## config.mk

```make
export PLATFORM = sky130hd
export DESIGN_NAME = pmem_arbiter
export DESIGN_NICKNAME = d
export VERILOG_FILES = /design/src/rtl/pmem_arbiter.sv
export SDC_FILE = /design/constraint.sdc
export NUM_CORES = 1
export LEC_CHECK = 0
export CAP_MARGIN = 0
export CORE_AREA = 2 2 533 535
export CTS_BUF_LIST = sky130_fd_sc_hd__clkbuf_8
export CTS_CLUSTER_DIAMETER = 50
export DETAILED_ROUTE_END_ITERATION = 12
export DIE_AREA = 0 0 535 537
export PLACE_DENSITY = 0.37
export SETUP_SLACK_MARGIN = 0.5
export SLEW_MARGIN = 20
export SYNTH_ARGS = -nofsm -noshare
export SYNTH_HDL_FRONTEND = slang
export SYNTH_SLANG_ARGS = --single-unit
```

## constraint.sdc

```tcl
create_clock -name clk -period 10.33 [get_ports clk]
set_input_delay 2.066 -clock clk [delete_from_list [all_inputs] [get_ports clk]]
set_output_delay 2.066 -clock clk [all_outputs]
set_load 0.05 [all_outputs]
```

## src/rtl/pmem_arbiter.sv

```systemverilog
// pmem_arbiter: shares the single physical-memory line port between the I-cache
// and the D-cache. One requester is granted at a time. Its request is latched
// into the pmem output registers and held until pmem_resp. The response is then
// steered back to the granted cache only.
//
// Ports:
//   clk, rst                    clock, asynchronous active-high reset
//   i_mem_read/address          I-cache line read request (level-held until resp)
//   i_mem_rdata/resp            line data / completion pulse to I-cache
//   d_mem_read/write/address    D-cache line read / write-back request
//   d_mem_wdata                 D-cache write-back data
//   d_mem_rdata/resp            line data / completion pulse to D-cache
//   pmem_read/write/address     registered physical memory request
//   pmem_wdata                  registered physical memory write data
//   pmem_rdata/resp             physical memory read data / completion
//
// Optional feature: define PMEM_ARB_ROUND_ROBIN_EN to grant simultaneous I and D
// requests to the requester opposite the last grant. Left undefined, D always
// wins over I and the last-grant record has no effect.

module pmem_arbiter #(
  parameter int unsigned ADDR_W = 32,
  parameter int unsigned LINE_W = 256
) (
  input  logic              clk,
  input  logic              rst,
  input  logic              i_mem_read,
  input  logic [ADDR_W-1:0] i_mem_address,
  output logic [LINE_W-1:0] i_mem_rdata,
  output logic              i_mem_resp,
  input  logic              d_mem_read,
  input  logic              d_mem_write,
  input  logic [ADDR_W-1:0] d_mem_address,
  input  logic [LINE_W-1:0] d_mem_wdata,
  output logic [LINE_W-1:0] d_mem_rdata,
  output logic              d_mem_resp,
  output logic              pmem_read,
  output logic              pmem_write,
  output logic [ADDR_W-1:0] pmem_address,
  output logic [LINE_W-1:0] pmem_wdata,
  input  logic [LINE_W-1:0] pmem_rdata,
  input  logic              pmem_resp
);

  localparam logic [1:0] StIdle   = 2'd0;
  localparam logic [1:0] StServeI = 2'd1;
  localparam logic [1:0] StServeD = 2'd2;

  localparam logic GrantI = 1'b0;
  localparam logic GrantD = 1'b1;

  logic [1:0]        state_q, state_d;
  logic              last_grant_q, last_grant_d;
  logic              pmem_read_q, pmem_read_d;
  logic              pmem_write_q, pmem_write_d;
  logic [ADDR_W-1:0] addr_q, addr_d;
  logic [LINE_W-1:0] wdata_q, wdata_d;

  logic d_req, i_req, pick_d;

  assign d_req = d_mem_read | d_mem_write;
  assign i_req = i_mem_read;

`ifdef PMEM_ARB_ROUND_ROBIN_EN
  // A lone D request always wins; on a tie D wins only if I had the last grant.
  assign pick_d = d_req & (~i_req | (last_grant_q == GrantI));
`else
  assign pick_d = d_req;
`endif

  always_comb begin
    state_d      = state_q;
    last_grant_d = last_grant_q;
    pmem_read_d  = pmem_read_q;
    pmem_write_d = pmem_write_q;
    addr_d       = addr_q;
    wdata_d      = wdata_q;
    case (state_q)
      StIdle: begin
        if (pick_d) begin
          state_d      = StServeD;
          last_grant_d = GrantD;
          // Read+write together is illegal; write takes precedence.
          pmem_write_d = d_mem_write;
          pmem_read_d  = ~d_mem_write;
          addr_d       = d_mem_address;
          wdata_d      = d_mem_wdata;
        end else if (i_req) begin
          state_d      = StServeI;
          last_grant_d = GrantI;
          pmem_read_d  = 1'b1;
          pmem_write_d = 1'b0;
          addr_d       = i_mem_address;
        end
      end
      StServeI, StServeD: begin
        // Requester inputs are ignored here; the latched copy drives pmem.
        if (pmem_resp) begin
          state_d      = StIdle;
          pmem_read_d  = 1'b0;
          pmem_write_d = 1'b0;
        end
      end
      default: begin
        state_d      = StIdle;
        pmem_read_d  = 1'b0;
        pmem_write_d = 1'b0;
      end
    endcase
  end

  always_ff @(posedge clk or posedge rst) begin
    if (rst) begin
      state_q      <= StIdle;
      last_grant_q <= GrantI;
      pmem_read_q  <= 1'b0;
      pmem_write_q <= 1'b0;
      addr_q       <= '0;
      wdata_q      <= '0;
    end else begin
      state_q      <= state_d;
      last_grant_q <= last_grant_d;
      pmem_read_q  <= pmem_read_d;
      pmem_write_q <= pmem_write_d;
      addr_q       <= addr_d;
      wdata_q      <= wdata_d;
    end
  end

  assign pmem_read    = pmem_read_q;
  assign pmem_write   = pmem_write_q;
  assign pmem_address = addr_q;
  assign pmem_wdata   = wdata_q;

  // Completion is only forwarded to the cache that owns the current grant;
  // a pmem_resp seen in IDLE reaches nobody.
  assign i_mem_resp  = (state_q == StServeI) & pmem_resp;
  assign d_mem_resp  = (state_q == StServeD) & pmem_resp;
  assign i_mem_rdata = pmem_rdata;
  assign d_mem_rdata = pmem_rdata;

`ifndef SYNTHESIS
  d_rw_exclusive: assert property (@(posedge clk) disable iff (rst)
    (state_q == StIdle) |-> !(d_mem_read && d_mem_write))
    else $error("pmem_arbiter: d_mem_read and d_mem_write both high");

  strobe_exclusive: assert property (@(posedge clk) disable iff (rst)
    !(pmem_read_q && pmem_write_q))
    else $error("pmem_arbiter: pmem_read and pmem_write both high");

  idle_quiet: assert property (@(posedge clk) disable iff (rst)
    (state_q == StIdle) |-> !(pmem_read_q || pmem_write_q))
    else $error("pmem_arbiter: strobe high in IDLE");
`endif

endmodule

```

Yosys cells after proc, flatten, opt, wreduce, memory -nomap -nowiden
Cells that the tools add are included.

word-level totals
  word-level logic and storage cells = 32
  input bits = 582
  flip-flop bits (word level) = 292

cells by class
  reduce and logical (&&, ||, !) cells = 6
  muxes and demuxes = 13
  eq/ne operators = 4
  bitwise logic cells = 4

operators with widths
  operator              number
  $mux W32              2
  $mux W2               3
  $reduce_and A2 Y1     3
  $mux W1               5
  $pmux W1 S2           2
  $pmux W2 S2           1
  $ne A3 B3 Y1 const B  1
  $and A1 B1 Y1         2
  $eq A2 B1 Y1 const B  1
  $eq A2 B2 Y1 const B  1
  $logic_not A2 Y1      1
  $ne A2 B2 Y1 const B  1
  $reduce_bool A2 Y1    1
  $reduce_or A2 Y1      1
  $not A1 Y1            1
  $or A1 B1 Y1          1

Depth between registers and ports, before layout
  depth after elaboration = 4
  mapped depth = 6
  depth with buffers taken out = 5

Worst setup path before layout
OpenSTA, ideal clock, no wires.

  path kind = input-to-output
  start = input pmem_resp
  end = output d_mem_resp
  path slack = 5.786 ns
  buffers on the path = 0
  arrival = 2.478 ns
  cell stages on the path = 1
  path through = and2_1

on the way
  longest elaborated chain between the ends = 1

RTL lines
  what           RTL line  source
  from (decl)    42        input logic pmem_resp
  $and A1 B1 Y1  138       assign d_mem_resp = (state_q == StServeD) & pmem_resp;
  to (decl)      36        output logic d_mem_resp,

Every way passes these cells.

Worst setup path in the final report
Same ends and word-level chain as after synthesis.

==> parameters.txt <==
Parameter                              Value

Status
  Status    finished clean

Placement
  Count of placed standard cells including taps    5041
  Buffers on Ports    617
  Final estimated routing congestion in global placement    0.675
  Detailed placer's ending HPWL    115000 um
  Place WS    4160 ps
  Cell area after placement    22800 um^2

Global route
  GRT Resource Usage Total    8.80%
  Maximum number of pins on one net before global-route repair    100
  Number of global-route vias before repair    10500
  Number of antenna violations at the first check in global routing    129
  Global-route wire length before repair    154000 um
  Grt ovf    0

Yosys
  Number of enable flip-flop cells after synthesis    0
  Number of instances in the synthesized netlist    1218
  Synth top cells by count    sky130_fd_sc_hd__buf_4, sky130_fd_sc_hd__dfrtp_1, sky130_fd_sc_hd__mux2_4
  Sequential cell area fraction in the yosys report    45.5%
  Post-synth net total    1803
  Seq cells post-synth    292
  Post-synthesis instance area    16100 um^2
  Primary FF master, synth    sky130_fd_sc_hd__dfrtp_1
  Leading post-synthesis cells by cell area    sky130_fd_sc_hd__dfrtp_1, sky130_fd_sc_hd__buf_4, sky130_fd_sc_hd__mux2_4
  Portion of synthesized cell area occupied by the leading cell type    45.5%
  Mean instance size in the synthesized netlist    13.2 um^2
  Number of warnings printed during yosys synthesis    0
  Post-synth top area cell    sky130_fd_sc_hd__dfrtp_1
  Async set-reset flop share out of synthesis    100%
  Number of distinct library cells after synthesis    25
  Count leader, synth    sky130_fd_sc_hd__buf_4

Clocking
  CTS-repair resized insts    0
  Max H-tree Level    3
  TritonCTS Buffers    77
  Clock transition at the registers of the reported paths    50 ps
  Number of buffers added to fix hold violations after cts    0
  CTS max path bufs    3
  Number of clock sinks    292
  Root Driver    sky130_fd_sc_hd__clkbuf_8
  Clock latency on the worst-skew pair    770 ps
  Clock tree from TritonCTS    yes
  Total setup buffers inserted after CTS    0

Timing
  Worst slew pin tran    1180 ps
  Hold Worst Slack    489 ps
  Final setup slack of the worst path    4290 ps
  Setup repair after global routing missed its margin    no
  Headroom to the max-slew limit    21.3%
  Shortest clock period the worst path allows after layout    6040 ps
  Fin crit share    58.5%
  Setup violation total in the final timing report    0
  Summed negative setup slack over all endpoints    0 ps
  Fin. Hold Viols    0
  Fin Clk Skew    57.6 ps
  Max-slew violations    0
  Max Clk Rate    0.166 GHz

Layout
  Finished Core Util    8.72%
  Nets@finish    1963
  Final Non-Filler Cells    5189
  Layout cell share with drive strength beyond 1    27.0%
  Post-route design area    24500 um^2
  Layout overhead on the synthesized area    52.8%

Worst setup path
  Type of element capturing the critical path    primary output
  Highest fanout seen on the critical path    4
  Path type of the worst setup path    primary input to primary output
  Critical path startpoint category    primary input
  Critical path required time    8260 ps
  Arrival time reported for the critical path endpoint    3980 ps

Die
  Area of the placeable core    281000 um^2
  I/O pin total    1386
  Initial core utilization    5.71%
  Die X-Extent    535 um
  Height of the die    537 um
  Die Footprint    287000 um^2
  Standard-cell rows    195

Drt
  Total via count in the routed design    10100
  DRC violation count after routing    0
  Avg Vias per Cell    1.94
  ANT nets after route    0
  DRT iter0 DRCs    382
  Routed length per instance    25.3 um
  Length of the first detailed-routing pass in iterations    4
  Detailed Route WL    131000 um

Job
  Number of max-cap violations    0

Worst hold path
  Worst min-delay path class    register to register

Pwr
  Overall power consumption    9.82 mW
  Power per Cell Area    400 nW/um^2
  LEAKAGE    9.22 nW
  Peak supply drop    0.198 mV
-- final cells by class --
cell class                 instances  area (um^2)
tap                             3743         4680
multi-input combinational        373         4520
sequential                       292         7310
clock inverter                    41          385
clock buffer                      91         1250
inverter                           4         18.8
antenna                           15         37.5
timing repair buffer             630         6320
fill                           32400       257000
-- layer usage --
metal  vias up  global-route usage, %  share of wire (%)
li1       3878                      -                  -
met1      4454                   8.28                 32
met2      1223                   12.7                 40
met3       520                   8.76                 22
met4        10                   3.57                5.3
met5         -                  0.625               0.19
-- flip-flops by register name, summed over array words and instances, names as in the netlist --
register	count
pmem_address	32
pmem_read	1
state_q	2
pmem_write	1
pmem_wdata	256
-- power by group --
part           total, mW  leakage (nW)  internal [mW]  switching [mW]
registers           2.10          3.43           1.74           0.354
logic               6.06          4.87           2.08            3.98
clock network       1.66         0.912          0.952           0.708
total               9.82          9.22           4.78            5.04
-- layout by cell type (no fill, tap or decap), types with 2 or more instances in the layout --
cell type	Yosys	routed
sky130_fd_sc_hd__o21ai_0	32	32
sky130_fd_sc_hd__and2_1	2	2
sky130_fd_sc_hd__mux2i_1	32	32
sky130_fd_sc_hd__inv_1	4	21
sky130_fd_sc_hd__clkinv_8	0	2
sky130_fd_sc_hd__clkbuf_8	0	91
sky130_fd_sc_hd__mux2_4	229	229
sky130_fd_sc_hd__inv_8	0	2
sky130_fd_sc_hd__a21oi_1	3	3
sky130_fd_sc_hd__bufinv_16	0	6
sky130_fd_sc_hd__nor2_1	3	3
sky130_fd_sc_hd__ha_1	3	3
sky130_fd_sc_hd__dfrtp_1	292	292
sky130_fd_sc_hd__nand2_1	32	32
sky130_fd_sc_hd__diode_2	0	15
sky130_fd_sc_hd__clkinv_2	0	10
sky130_fd_sc_hd__clkinvlp_4	0	2
sky130_fd_sc_hd__mux2_2	27	27
sky130_fd_sc_hd__clkdlybuf4s50_1	0	617
sky130_fd_sc_hd__buf_12	0	2
sky130_fd_sc_hd__a22o_1	2	2
sky130_fd_sc_hd__buf_4	512	10
-- worst max-delay path, cell delays in order --
cell                              delay [ps]
sky130_fd_sc_hd__clkdlybuf4s50_1         490
sky130_fd_sc_hd__buf_4                   190
sky130_fd_sc_hd__and2_1                  340
sky130_fd_sc_hd__clkdlybuf4s50_1         880
-- cells by family after synthesis --
| group | after synthesis | synth area share [%] |
|---|---|---|
| flip-flops | 292 | 45.5 |
| buffers and inverters | 553 | 26.3 |
| AND/OR/NAND/NOR | 41 | 1.06 |
| multiplexers | 288 | 25.3 |
| AO/OA/AOI/OAI | 41 | 1.53 |
| adder cells (fa/ha/maj) | 3 | 0.234 |
-- final timing paths --
| path | from | end | slack, ps | cells past startpoint |
|---|---|---|---|---|
| worst max-delay path | pmem_resp | d_mem_resp | 4290 | 4 |
| worst min-delay path | pmem_address[20]$_DFFE_PP0P_ | pmem_address[20]$_DFFE_PP0P_ | 490 | 2 |
| worst max register to register | state_q[0]$_DFFE_PP0P_ | pmem_wdata[112]$_DFFE_PP0P_ | 7490 | 6 |
| worst min register to register | pmem_address[20]$_DFFE_PP0P_ | pmem_address[20]$_DFFE_PP0P_ | 490 | 2 |
| max in group asynchronous | rst | pmem_address[14]$_DFFE_PP0P_ | 6680 | 4 |
| min in group asynchronous | rst | pmem_wdata[85]$_DFFE_PP0P_ | 1610 | 2 |
No activity file was read; power rests on OpenSTA's default activity.
